File: src/rtl/rv_pkg.sv
// Shared widths and the writeback request bundle used by the ALU and LSU writeback buses.
package rv_pkg;
  localparam int XLEN = 32;
  localparam int NREG = 32;
  localparam int AW   = 5;

  typedef struct packed {
    logic            valid;
    logic [AW-1:0]   rd;
    logic [XLEN-1:0] data;
  } wb_req_t;
endpackage

File: src/rtl/rf_wb_arbiter_rr_arb2.sv
// Two-requester round-robin arbiter: combinational grant, registered priority bit.
// The priority bit moves only on contention, pointing away from the source just served.
module rr_arb2 (
  input  logic clk,
  input  logic rst,
  input  logic req0,
  input  logic req1,
  output logic gnt0,
  output logic gnt1
);
  logic rr_q, rr_d;

  always_comb begin
    gnt0 = req0 & (~req1 | ~rr_q);
    gnt1 = req1 & (~req0 | rr_q);
    rr_d = rr_q;
    if (req0 & req1) rr_d = gnt0;
  end

  always_ff @(posedge clk or posedge rst) begin
    if (rst) rr_q <= 1'b0;
    else     rr_q <= rr_d;
  end
endmodule

File: src/rtl/rf_wb_arbiter.sv
// Shares the register-file write port between ALU and LSU writeback (1-cycle registered write)
// and tracks in-flight destination registers in a busy scoreboard for RAW stalls.
module rf_wb_arbiter
  import rv_pkg::*;
#(
  parameter int XLEN = rv_pkg::XLEN,
  parameter int NREG = rv_pkg::NREG,
  parameter int AW   = rv_pkg::AW
) (
  input  logic            clk,
  input  logic            rst,
  input  logic            alu_valid,
  input  logic [AW-1:0]   alu_rd,
  input  logic [XLEN-1:0] alu_data,
  output logic            alu_ready,
  input  logic            lsu_valid,
  input  logic [AW-1:0]   lsu_rd,
  input  logic [XLEN-1:0] lsu_data,
  output logic            lsu_ready,
  input  logic            iss_set,
  input  logic [AW-1:0]   iss_rd,
  output logic [NREG-1:0] busy,
  output logic            rf_we,
  output logic [AW-1:0]   rf_waddr,
  output logic [XLEN-1:0] rf_wdata
);
  wb_req_t alu_req, lsu_req, win_req;
  logic    gnt_alu, gnt_lsu;

  logic            rf_we_q, rf_we_d;
  logic [AW-1:0]   rf_waddr_q, rf_waddr_d;
  logic [XLEN-1:0] rf_wdata_q, rf_wdata_d;
  logic [NREG-1:0] busy_q, busy_d;

  assign alu_req = '{valid: alu_valid, rd: alu_rd, data: alu_data};
  assign lsu_req = '{valid: lsu_valid, rd: lsu_rd, data: lsu_data};

  rr_arb2 u_arb (
    .clk  (clk),
    .rst  (rst),
    .req0 (alu_req.valid),
    .req1 (lsu_req.valid),
    .gnt0 (gnt_alu),
    .gnt1 (gnt_lsu)
  );

  assign alu_ready = gnt_alu;
  assign lsu_ready = gnt_lsu;

  always_comb begin
    win_req    = gnt_lsu ? lsu_req : alu_req;
    // x0 handshakes are consumed but never reach the register file
    rf_we_d    = (gnt_alu | gnt_lsu) && (win_req.rd != '0);
    rf_waddr_d = rf_we_d ? win_req.rd   : rf_waddr_q;
    rf_wdata_d = rf_we_d ? win_req.data : rf_wdata_q;

    // Set is applied after clear so a newly dispatched writer keeps its bit
    busy_d = busy_q;
    if (rf_we_q) busy_d[rf_waddr_q] = 1'b0;
    if (iss_set && (iss_rd != '0)) busy_d[iss_rd] = 1'b1;
    busy_d[0] = 1'b0;
  end

  always_ff @(posedge clk or posedge rst) begin
    if (rst) begin
      rf_we_q    <= 1'b0;
      rf_waddr_q <= '0;
      rf_wdata_q <= '0;
      busy_q     <= '0;
    end else begin
      rf_we_q    <= rf_we_d;
      rf_waddr_q <= rf_waddr_d;
      rf_wdata_q <= rf_wdata_d;
      busy_q     <= busy_d;
    end
  end

  assign rf_we    = rf_we_q;
  assign rf_waddr = rf_waddr_q;
  assign rf_wdata = rf_wdata_q;
  assign busy     = busy_q;
endmodule

File: config.mk
export PLATFORM = sky130hd
export DESIGN_NAME = rf_wb_arbiter
export DESIGN_NICKNAME = d
export VERILOG_FILES = /design/src/rtl/rv_pkg.sv /design/src/rtl/rf_wb_arbiter_rr_arb2.sv /design/src/rtl/rf_wb_arbiter.sv
export SDC_FILE = /design/constraint.sdc
export NUM_CORES = 1
export LEC_CHECK = 0
export CAP_MARGIN = 20
export CORE_ASPECT_RATIO = 0.75
export CORE_UTILIZATION = 68
export CTS_BUF_LIST = sky130_fd_sc_hd__clkbuf_2
export DETAILED_ROUTE_END_ITERATION = 8
export DONT_BUFFER_PORTS = 1
export HOLD_SLACK_MARGIN = 0.06
export PLACE_DENSITY = 0.91
export SLEW_MARGIN = 10
export SYNTH_ARGS = -nofsm -noshare
export SYNTH_HDL_FRONTEND = slang
export SYNTH_SLANG_ARGS = --single-unit
File: constraint.sdc
create_clock -name clk -period 5.4 [get_ports clk]
set_clock_uncertainty 0.2 [all_clocks]
set_input_delay 0.81 -clock clk [delete_from_list [all_inputs] [get_ports clk]]
set_output_delay 0.81 -clock clk [all_outputs]
set_load 0.005 [all_outputs]
==> results of run 1 <==
==> sequential cells by signal, indices dropped and copies added (netlist names) <==
name        flops
rf_we           1
rf_wdata       32
u_arb.rr_q      1
rf_waddr        5
busy           31
==> area by class of cell <==
type                       instances  area, um2
multi-input combinational        172       1500
timing repair buffer               3       42.5
inverter                           5       18.8
tap                               57       71.3
clock buffer                      10       50.0
sequential                        70       1750
fill                             298       1120
clock inverter                     4       26.3
==> worst max-delay path, stage by stage (launching register included) <==
cell,delay [ns]
sky130_fd_sc_hd__dfrtp_1,0.47
sky130_fd_sc_hd__o21ai_4,0.48
sky130_fd_sc_hd__inv_1,0.18
==> worst min path at each step <==
stage,from,to,slack (ns)
2_1_floorplan,u_arb.rr_q,u_arb.rr_q,0.26
3_3_place_gp,busy[3],busy[3],0.31
3_5_place_dp,busy[2],busy[2],0.32
4_1_cts,rst,rf_wdata[3],0.22
5_1_grt,lsu_rd[0],rf_waddr[0],0.22
6_report,rst,rf_wdata[15],0.22
==> power groups by stage <==
stage,combinational [mW],sequential [mW],clock [mW]
floorplan,0.373,0.873,0
global placement,0.406,0.934,0
detailed placement,0.431,0.943,0
CTS,0.430,0.932,0.233
global route,0.479,0.959,0.262
finish,0.438,0.931,0.228
==> cells in the final DEF (no fill, tap or decap), types with 2 or more instances in the layout <==
master | netlist | routed
sky130_fd_sc_hd__buf_4 | 1 | 2
sky130_fd_sc_hd__nand3_1 | 6 | 6
sky130_fd_sc_hd__mux2i_1 | 2 | 2
sky130_fd_sc_hd__inv_1 | 5 | 4
sky130_fd_sc_hd__nand3b_1 | 9 | 9
sky130_fd_sc_hd__or3_1 | 2 | 2
sky130_fd_sc_hd__o21ai_4 | 0 | 2
sky130_fd_sc_hd__nand2_1 | 3 | 3
sky130_fd_sc_hd__or4_1 | 2 | 2
sky130_fd_sc_hd__or3b_2 | 5 | 5
sky130_fd_sc_hd__mux2_2 | 42 | 42
sky130_fd_sc_hd__clkbuf_2 | 0 | 10
sky130_fd_sc_hd__clkinv_2 | 0 | 2
sky130_fd_sc_hd__dfrtp_1 | 70 | 70
sky130_fd_sc_hd__mux2_4 | 28 | 28
sky130_fd_sc_hd__nor2_1 | 3 | 3
sky130_fd_sc_hd__o21ai_0 | 62 | 62
==> per-stage QoR <==
| stage | total power [mW] | cell area, um2 |
|---|---|---|
| after floorplan | 1.25 | 3310 |
| after global routing | 1.70 | 3460 |
| after detailed placement | 1.37 | 3350 |
| after CTS | 1.59 | 3430 |
| final | 1.60 | 3460 |
| after global placement | 1.34 | 3350 |
==> routing by layer <==
metal	share of wire (%)	vias up	GRT usage [%]
met5	0	-	0
met4	0.37	0	6.90
met3	12	6	14.6
met2	49	146	45.1
met1	39	1053	33.6
li1	-	947	-
==> kinds of logic (layout without fill, tap and decap cells) <==
logic type	Yosys count	count (layout)	share of synthesized area [%]
mux	72	72	27.6
simple gates	30	30	5.79
compound gates	68	68	10.9
other cells	1	1	0.113
buf+inv	13	22	2.42
xor+xnor	1	1	0.265
flops	70	70	53.0
==> impl_metrics.yaml, run 1 <==
power_and_ir_drop:
  power.share.switching_pct: 35.4
  power.clock.fraction_pct: 14.3
  cellInternalPower_mw: 1.03
  cellPowerDensity_nw_per_um2: 462
  vdd_ir_drop_max_v: 0.000283
  sequentialPowerShare_pct: 58.3
  combinational_cell_fraction_of_total_power_pct: 27.4
  net-switching-power_uw: 565
  power_leakage_nw: 1.45
layout:
  diodes: 0
  final_net_count: 345
  drive_gt1_share_pct: 36.4
  syn2layout_area_growth_pct: 4.46
  fin_cells: 321
  final_core_utilization_pct: 75.6
cts:
  numCtsBuffers: 9
  ctsRootBufferMaster: "sky130_fd_sc_hd__clkbuf_2"
  clk_pin_slew_worst_paths_ns: 0.18
  cts.repair.resized: 0
  cts_tree: "yes"
  cts_sinks: 70
  cts-hold-fix-buffers: 0
  cts_setup_buffers: 0
  htree_depth: 3
  cts_max_path_buffers: 2
  worst_skew_pair.late_latency_ns: 0.46
detailed_routing:
  via_per_inst: 6.70
  detailedRoute.firstIterationViolations: 180
  drt-pass1-iter-count: 5
  drc_errors: 0
  num_vias: 2152
  detail_route.wirelength_um: 6820
  routed_wire_length_per_instance_um: 21.3
  drtAntennaViolNets: 0
synthesis:
  postSynthNetCount: 339
  synth_async_sr_flop_share_pct: 100
  syn_area_per_cell_um2: 13.0
  synth.yosys.warnings: 0
  most_common_library_cells_after_synthesis: "sky130_fd_sc_hd__dfrtp_1, sky130_fd_sc_hd__o21ai_0, sky130_fd_sc_hd__mux2_2"
  synth_enable_flop_cells: 0
  count_leader_synth: "sky130_fd_sc_hd__dfrtp_1"
  netlist.area_leader.share_pct: 53.0
  synth_area_leaders: "sky130_fd_sc_hd__dfrtp_1, sky130_fd_sc_hd__mux2_2, sky130_fd_sc_hd__mux2_4"
  synthFlopType: "sky130_fd_sc_hd__dfrtp_1"
  synthesis.area_um2: 3310
  netlist_instances: 255
  synth-seq-cells: 70
  synth_cell_type_count: 23
  synth_sequential_area_ratio_pct: 53.0
  synth_top_cell_by_area: "sky130_fd_sc_hd__dfrtp_1"
die:
  dieArea_um2: 5150
  die_x_um: 82.5
  die_h_um: 62.4
  floorplan.initialDensity_pct: 72.4
  placeableCoreArea_um2: 4570
  pin_count: 156
  fp-row-count: 21
critical_path:
  timing.rr.end: "rf_wdata[11]"
  worstReg2RegStart: "u_arb.rr_q"
  cp-start-kind: "flip-flop"
  setup.worst_path.class: "reg -> out"
  cp_max_fo: 15
  setup.worst_path.end: "lsu_ready"
  worst_r2r_path_depth: 5
  startpoint: "u_arb.rr_q"
  endpoint_kind: "output port"
  cp.arrival_ns: 1.60
  worst-r2r-setup-slack_ns: 2.92
  worstPathRequired_ns: 4.39
sta:
  maxSlewViolCount: 0
  fin_setup_tns_ns: 0
  setup_viol: 0
  final_min_period_over_clock_period_pct: 48.3
  final-hold-violation-count: 0
  period_needed_ns: 2.61
  max_slew.worst_pin.slew_ns: 0.846
  fin_hold_ws_ns: 0.220
  timing.fmax_mhz: 383
  rsz_0062_raised_after_global_routing: "no"
  worst_slew_margin_rel_pct: 43.6
  worst_slack_ns: 2.79
global_routing:
  grt_util_all_layers_pct: 28.2
  via_count_of_the_first_global_routing_pass: 2115
  maximum_number_of_pins_on_one_net_before_global_route_repair: 71
  initial_antenna_violation_count: 0
  first_pass_grt_wire_length_um: 10600
  gr-total-overflow: 0
place:
  numPortBuffers: 0
  routabilityCongestion: 0.860
  place_inst: 306
  dp_worst_setup_slack_ns: 2.38
  dpl.hpwl_um: 4910
flow_run:
  cap_viol_max_count: 0
outcome:
  status: "complete, no violations"
hold_path:
  hold_class: "in -> async"
Power figures use the tool's default switching activity.
==> run 2, diff against run 1 <==
CORE_UTILIZATION = 66   (was 68)
PLACE_DENSITY = 0.89   (was 0.91)
clock period = 2.5 ns   (was 5.4 ns; I/O delays follow)
==> run 2 against run 1 <==
The run now fails in global routing (5_1_grt). Synthesized cell count is the same. Area after synthesis unchanged.
==> impl_metrics.yaml, run 2 <==
outcome:
  status: "stopped before the end"
  stop_stage: "global routing (5_1_grt)"
  toolErrorMsg: "[ERROR DPL-0033] detailed placement checks failed during check placement."
synthesis:
  postSynthNetCount: 339
  count_leader_synth: "sky130_fd_sc_hd__dfrtp_1"
  synth_async_sr_flop_share_pct: 100
  synth_cell_type_count: 23
  synth_area_leaders: "sky130_fd_sc_hd__dfrtp_1, sky130_fd_sc_hd__mux2_2, sky130_fd_sc_hd__mux2_4"
  netlist_instances: 255
  synthesis.area_um2: 3310
  synth.yosys.warnings: 0
  synth_enable_flop_cells: 0
  synth_top_cell_by_area: "sky130_fd_sc_hd__dfrtp_1"
  synth_sequential_area_ratio_pct: 53.0
  synthFlopType: "sky130_fd_sc_hd__dfrtp_1"
  syn_area_per_cell_um2: 13.0
  synth-seq-cells: 70
  most_common_library_cells_after_synthesis: "sky130_fd_sc_hd__dfrtp_1, sky130_fd_sc_hd__o21ai_0, sky130_fd_sc_hd__mux2_2"
  netlist.area_leader.share_pct: 53.0
cts:
  ctsRootBufferMaster: "sky130_fd_sc_hd__clkbuf_2"
  cts_setup_buffers: 0
  htree_depth: 3
  cts-hold-fix-buffers: 90
  cts_sinks: 70
  numCtsBuffers: 9
  cts.repair.resized: 0
  cts_max_path_buffers: 2
global_routing:
  maximum_number_of_pins_on_one_net_before_global_route_repair: 71
  initial_antenna_violation_count: 0
place:
  placedInstanceArea_um2: 3390
  numPortBuffers: 0
  routabilityCongestion: 0.796
  dpl.hpwl_um: 4940
die:
  floorplan.initialDensity_pct: 71.5
  die_h_um: 63.3
  fp-row-count: 21
  pin_count: 156
  die_x_um: 83.8
sta:
  grt_repair_worst_endpoint: "busy[18]$_DFF_PP0_/D"
  worst_endpoint_kind: "register input"
run 2: cell counts after synthesis:
No cell type changed its count.
run 2: per-stage QoR:
stage / hold slack (ns) / worst slack [ns] / instances
CTS: 0.103 / 0.155 / 414
detailed placement: 0.165 / 0.279 / 308
global placement: 0.161 / 0.330 / 308
floorplan: 0.263 / 0.157 / 255
run 2: logic make-up after synthesis:
group	count (synthesis)	synth area share, %
AND/OR/NAND/NOR	30	5.79
flip-flops	70	53.0
XOR/XNOR	1	0.265
AO/OA/AOI/OAI	68	10.9
other	1	0.113
buffers and inverters	13	2.42
multiplexers	72	27.6
==> run 3, diff against run 2 <==
CORE_ASPECT_RATIO = not set   (was 0.75)
CORE_UTILIZATION = 40   (was 66)
CTS_BUF_LIST = not set   (was sky130_fd_sc_hd__clkbuf_2)
HOLD_SLACK_MARGIN = not set   (was 0.06)
PLACE_DENSITY = not set   (was 0.89)
PLACE_DENSITY_LB_ADDON = 0.15   (was not set)
==> run 3 against run 2 <==
The run now ends clean.
==> impl_metrics.yaml, run 3 (same netlist as run 1, synthesis figures left out) <==
die:
  floorplan.initialDensity_pct: 42.2
  placeableCoreArea_um2: 7850
  pin_count: 156
  die_x_um: 92.9
  die_h_um: 92.9
  fp-row-count: 32
  dieArea_um2: 8640
layout:
  mostFrequentLayoutCell: "sky130_fd_sc_hd__dfrtp_1"
  multi_input_area_um2: 1500
  drive_gt1_share_pct: 36.9
  nFillCells: 743
  flip_flop_count_of_the_largest_register_all_copies_and_words_added: 32
  syn2layout_area_growth_pct: 12.0
  layout.cells.most_common_list: "sky130_fd_sc_hd__dfrtp_1, sky130_fd_sc_hd__o21ai_0, sky130_fd_sc_hd__mux2_2"
  final_net_count: 350
  finalInstanceArea_um2: 3710
  area_taken_by_flip_flops_and_latches_um2: 1750
  diodes: 0
cts:
  cts_tree: "yes"
  cts.repair.resized: 0
  cts_max_path_buffers: 2
  htree_depth: 3
  cts_setup_buffers: 0
  ctsRootBufferMaster: "sky130_fd_sc_hd__clkbuf_8"
  clk_pin_slew_worst_paths_ns: 0.07
  cts_sinks: 70
  numCtsBuffers: 9
  worst_skew_pair.late_latency_ns: 0.33
power_and_ir_drop:
  power_leakage_nw: 1.53
  total_power_mw: 4.02
  vdd_ir_drop_max_v: 0.000348
  cellPowerDensity_nw_per_um2: 1080
detailed_routing:
  drt-pass1-iter-count: 4
  drc_errors: 0
  num_vias: 2104
  detailedRoute.firstIterationViolations: 97
  routed_wire_length_per_instance_um: 20.6
  drtAntennaViolNets: 0
  detail_route.wirelength_um: 7680
  via_per_inst: 5.64
global_routing:
  first_pass_grt_wire_length_um: 11800
  grt_util_all_layers_pct: 18.2
  maximum_number_of_pins_on_one_net_before_global_route_repair: 47
  via_count_of_the_first_global_routing_pass: 2158
  initial_antenna_violation_count: 0
  gr-total-overflow: 0
critical_path:
  cp-start-kind: "flip-flop"
  crit_path_max_incr_delay_ns: 0.43
  cp.arrival_ns: 1.57
  endpoint_kind: "output port"
  worstPathRequired_ns: 1.92
  cp_max_fo: 37
  crit_chain: "o21ai_4 -> buf_4 -> inv_1"
  setup.worst_path.class: "reg -> out"
  cp_slowest_cell: "sky130_fd_sc_hd__dfrtp_1"
sta:
  worst_slew_margin_rel_pct: 55.6
  timing.fmax_mhz: 467
  maxSlewViolCount: 0
  final_min_period_over_clock_period_pct: 85.6
  max_slew.worst_pin.slew_ns: 0.664
  setup_viol: 0
  fin_setup_tns_ns: 0
  rsz_0062_raised_after_global_routing: "no"
  period_needed_ns: 2.14
  final-hold-violation-count: 0
hold_path:
  hold_class: "in -> reg"
place:
  placedInstanceArea_um2: 3440
  routabilityCongestion: 0.720
  numPortBuffers: 0
  dpl.hpwl_um: 5430
outcome:
  status: "complete, no violations"
flow_run:
  cap_viol_max_count: 0
[run 3: power breakdown]
part / internal [mW] / total (mW) / switching [mW] / leakage [nW]
Sequential: 1.59 / 2.02 / 0.434 / 0.798
Combinational: 0.530 / 0.950 / 0.421 / 0.621
Clock: 0.617 / 1.05 / 0.429 / 0.116
Total: 2.73 / 4.02 / 1.28 / 1.53
[run 3: area by class of cell]
class                   instances  share of cell area, %
clock inverters                 5                   2.19
multi-input cells             172                   40.3
well taps                     102                   3.44
inverters                       5                  0.506
clock buffers                  11                   4.09
flip-flops and latches         70                   47.3
repair buffers                  8                   2.16
[run 3: worst max-delay path: cells and delay by family (launching register included)]
kind / cells / cell delay (ns)
compound gates: 1 / 0.19
buf+inv: 2 / 0.60
flops: 1 / 0.43
[run 3: layer usage]
metal	vias up	track usage, %	part of all wire, %
met5	-	0	0
met1	1047	23.8	43
met2	99	28.1	48
met4	0	5.00	0.79
li1	951	-	-
met3	7	6.81	9.0
[run 3: timing repair]
action / 4_1_cts / 5_1_grt
setup endpoints to repair: 0 / 0
hold buffers: 3 / 0
endpoints found under the hold margin: 71 / 0
[run 3: path summary, 6_finish.rpt]
check                      depth (start not counted)      endpoint        from  slack (ns)
max in group asynchronous                          3  rf_wdata[14]         rst        1.24
min                                                1   rf_waddr[0]   lsu_rd[0]        0.03
min reg2reg                                        2       busy[2]     busy[2]        0.34
max reg2reg                                        6  rf_wdata[16]  u_arb.rr_q        0.45
min in group asynchronous                          3   rf_wdata[8]         rst        0.36
max                                                3     lsu_ready  u_arb.rr_q        0.36
[run 3: stage by stage]
step / setup WS (ns) / util (%) / hold slack, ns / std cells
2_1_floorplan: 0.157 / - / 0.263 / 255
3_3_place_gp: 0.310 / 43.9 / 0.146 / 354
3_5_place_dp: 0.263 / 43.9 / 0.139 / 354
4_1_cts: 0.318 / 47.2 / 0.0105 / 373
5_1_grt: 0.211 / 47.2 / 0.0162 / 373
6_report: 0.359 / 47.2 / 0.0308 / 373
==> run 4, diff against run 3 <==
CAP_MARGIN = not set   (was 20)
PLACE_DENSITY_LB_ADDON = not set   (was 0.15)
SKIP_CTS_REPAIR_TIMING = 1   (was not set)
==> run 4 against run 3 <==
Hold slack improved by 0.0051 ns. Maximum frequency fell by 4.1%. Sequential power barely moved. Clock power rose by 4%. Setup slack got worse by 0.092 ns. Critical path type is now reg -> reg. Highest routed layer unchanged.
==> impl_metrics.yaml, run 4 (same netlist as run 1, synthesis figures left out) <==
layout:
  finalInstanceArea_um2: 3760
  nFillCells: 723
  syn2layout_area_growth_pct: 13.7
  layout.cells.most_common_list: "sky130_fd_sc_hd__dfrtp_1, sky130_fd_sc_hd__o21ai_0, sky130_fd_sc_hd__mux2_2"
  final_net_count: 353
  drive_gt1_share_pct: 36.6
  multi_input_area_um2: 1500
  flip_flop_count_of_the_largest_register_all_copies_and_words_added: 32
  diodes: 0
  mostFrequentLayoutCell: "sky130_fd_sc_hd__dfrtp_1"
  area_taken_by_flip_flops_and_latches_um2: 1750
global_routing:
  initial_antenna_violation_count: 0
  gr-total-overflow: 0
  maximum_number_of_pins_on_one_net_before_global_route_repair: 50
  via_count_of_the_first_global_routing_pass: 2142
  grt_util_all_layers_pct: 18.6
  first_pass_grt_wire_length_um: 12100
critical_path:
  setup.worst_path.class: "reg -> reg"
  cp-start-kind: "flip-flop"
  cp_top_family: "buffers and inverters"
  critical_path_buf_inv_count: 2
  crit_path_max_incr_delay_ns: 0.55
  crit_chain: "a21boi_0 -> buf_4 -> a221oi_1 -> a221o_1 -> dlygate4sd3_1"
  cp_max_fo: 3
  cp.arrival_ns: 2.25
  worstPathRequired_ns: 2.51
  cp_slowest_cell: "sky130_fd_sc_hd__dlygate4sd3_1"
  endpoint_kind: "flip-flop"
place:
  routabilityCongestion: 0.787
  numPortBuffers: 0
  dpl.hpwl_um: 5560
  placedInstanceArea_um2: 3480
cts:
  numCtsBuffers: 9
  htree_depth: 3
  cts_sinks: 70
  cts_max_path_buffers: 2
  cts_tree: "yes"
  ctsRootBufferMaster: "sky130_fd_sc_hd__clkbuf_8"
  worst_skew_pair.late_latency_ns: 0.33
  clk_pin_slew_worst_paths_ns: 0.08
detailed_routing:
  via_per_inst: 5.81
  routed_wire_length_per_instance_um: 21.1
  drc_errors: 0
  drtAntennaViolNets: 0
  detailedRoute.firstIterationViolations: 107
  detail_route.wirelength_um: 7910
  drt-pass1-iter-count: 4
  num_vias: 2180
die:
  pin_count: 156
  dieArea_um2: 8640
  die_h_um: 92.9
  fp-row-count: 32
  floorplan.initialDensity_pct: 42.2
  placeableCoreArea_um2: 7850
  die_x_um: 92.9
sta:
  rsz_0062_raised_after_global_routing: "no"
  max_slew.worst_pin.slew_ns: 0.502
  final_min_period_over_clock_period_pct: 89.3
  period_needed_ns: 2.23
  fin_hold_ws_ns: 0.0359
  worst_slew_margin_rel_pct: 66.5
  final-hold-violation-count: 0
  setup_viol: 0
  maxSlewViolCount: 0
  timing.fmax_mhz: 448
  fin_setup_tns_ns: 0
power_and_ir_drop:
  vdd_ir_drop_max_v: 0.000389
  cellPowerDensity_nw_per_um2: 1090
  power_leakage_nw: 1.56
flow_run:
  cap_viol_max_count: 0
outcome:
  status: "complete, no violations"
hold_path:
  hold_class: "in -> reg"
-- run 4: cell types whose count changed in the layout (fill, tap and decap cells not counted) --
cell                            before  now
sky130_fd_sc_hd__buf_12              1    3
sky130_fd_sc_hd__clkbuf_8           11    9
sky130_fd_sc_hd__dlygate4sd3_1       3    5
sky130_fd_sc_hd__buf_4               4    3
sky130_fd_sc_hd__bufinv_16           2    3
-- run 4: worst register-to-register path, cell delays in order (launching register included) --
cell and delay (ns):
sky130_fd_sc_hd__dfrtp_1 0.43, sky130_fd_sc_hd__a21boi_0 0.39, sky130_fd_sc_hd__buf_4 0.21, sky130_fd_sc_hd__a221oi_1 0.07, sky130_fd_sc_hd__a221o_1 0.26, sky130_fd_sc_hd__dlygate4sd3_1 0.55
-- run 4: power by group --
group          total (mW)  internal [mW]  switching, mW
clock network        1.09          0.657          0.428
registers            2.02           1.59          0.433
logic               0.978          0.554          0.425
-- run 4: cell type report --
class	instances	share of cell area, %
inverter	5	0.499
timing repair buffer	11	3.53
tap	102	3.39
sequential	70	46.6
clock buffer	9	3.29
multi-input combinational	172	39.8
clock inverter	6	2.96
-- run 4: final timing paths --
check / cells past startpoint / from / endpoint / slack [ns]
setup / recovery: 5 / u_arb.rr_q / rf_waddr[0] / 0.27
hold / removal: 2 / iss_rd[4] / busy[17] / 0.04
setup reg to reg: 5 / u_arb.rr_q / rf_waddr[0] / 0.27
hold reg to reg: 1 / rf_wdata[17] / rf_wdata[17] / 0.34
max in group asynchronous: 3 / rst / busy[7] / 1.14
min in group asynchronous: 2 / rst / rf_wdata[6] / 0.33
-- run 4: routing by layer --
metal | part of all wire, % | routed length (um) | GRT usage (%) | up-vias
met4 | 0.99 | 78 | 5.90 | 0
met2 | 50 | 3940 | 29.8 | 111
met1 | 40 | 3160 | 22.5 | 1104
met3 | 9.4 | 744 | 8.05 | 5
met5 | 0 | 0 | 0 | -
li1 | - | - | - | 960
-- run 4: through the flow --
step	std cells	util [%]	worst slack [ns]	power, mW
floorplan	255	-	0.157	2.69
global placement	355	44.3	0.402	2.98
detailed placement	355	44.3	0.371	3.03
CTS	370	47.3	0.365	4.12
global route	375	47.9	0.141	4.34
finish	375	47.9	0.267	4.08
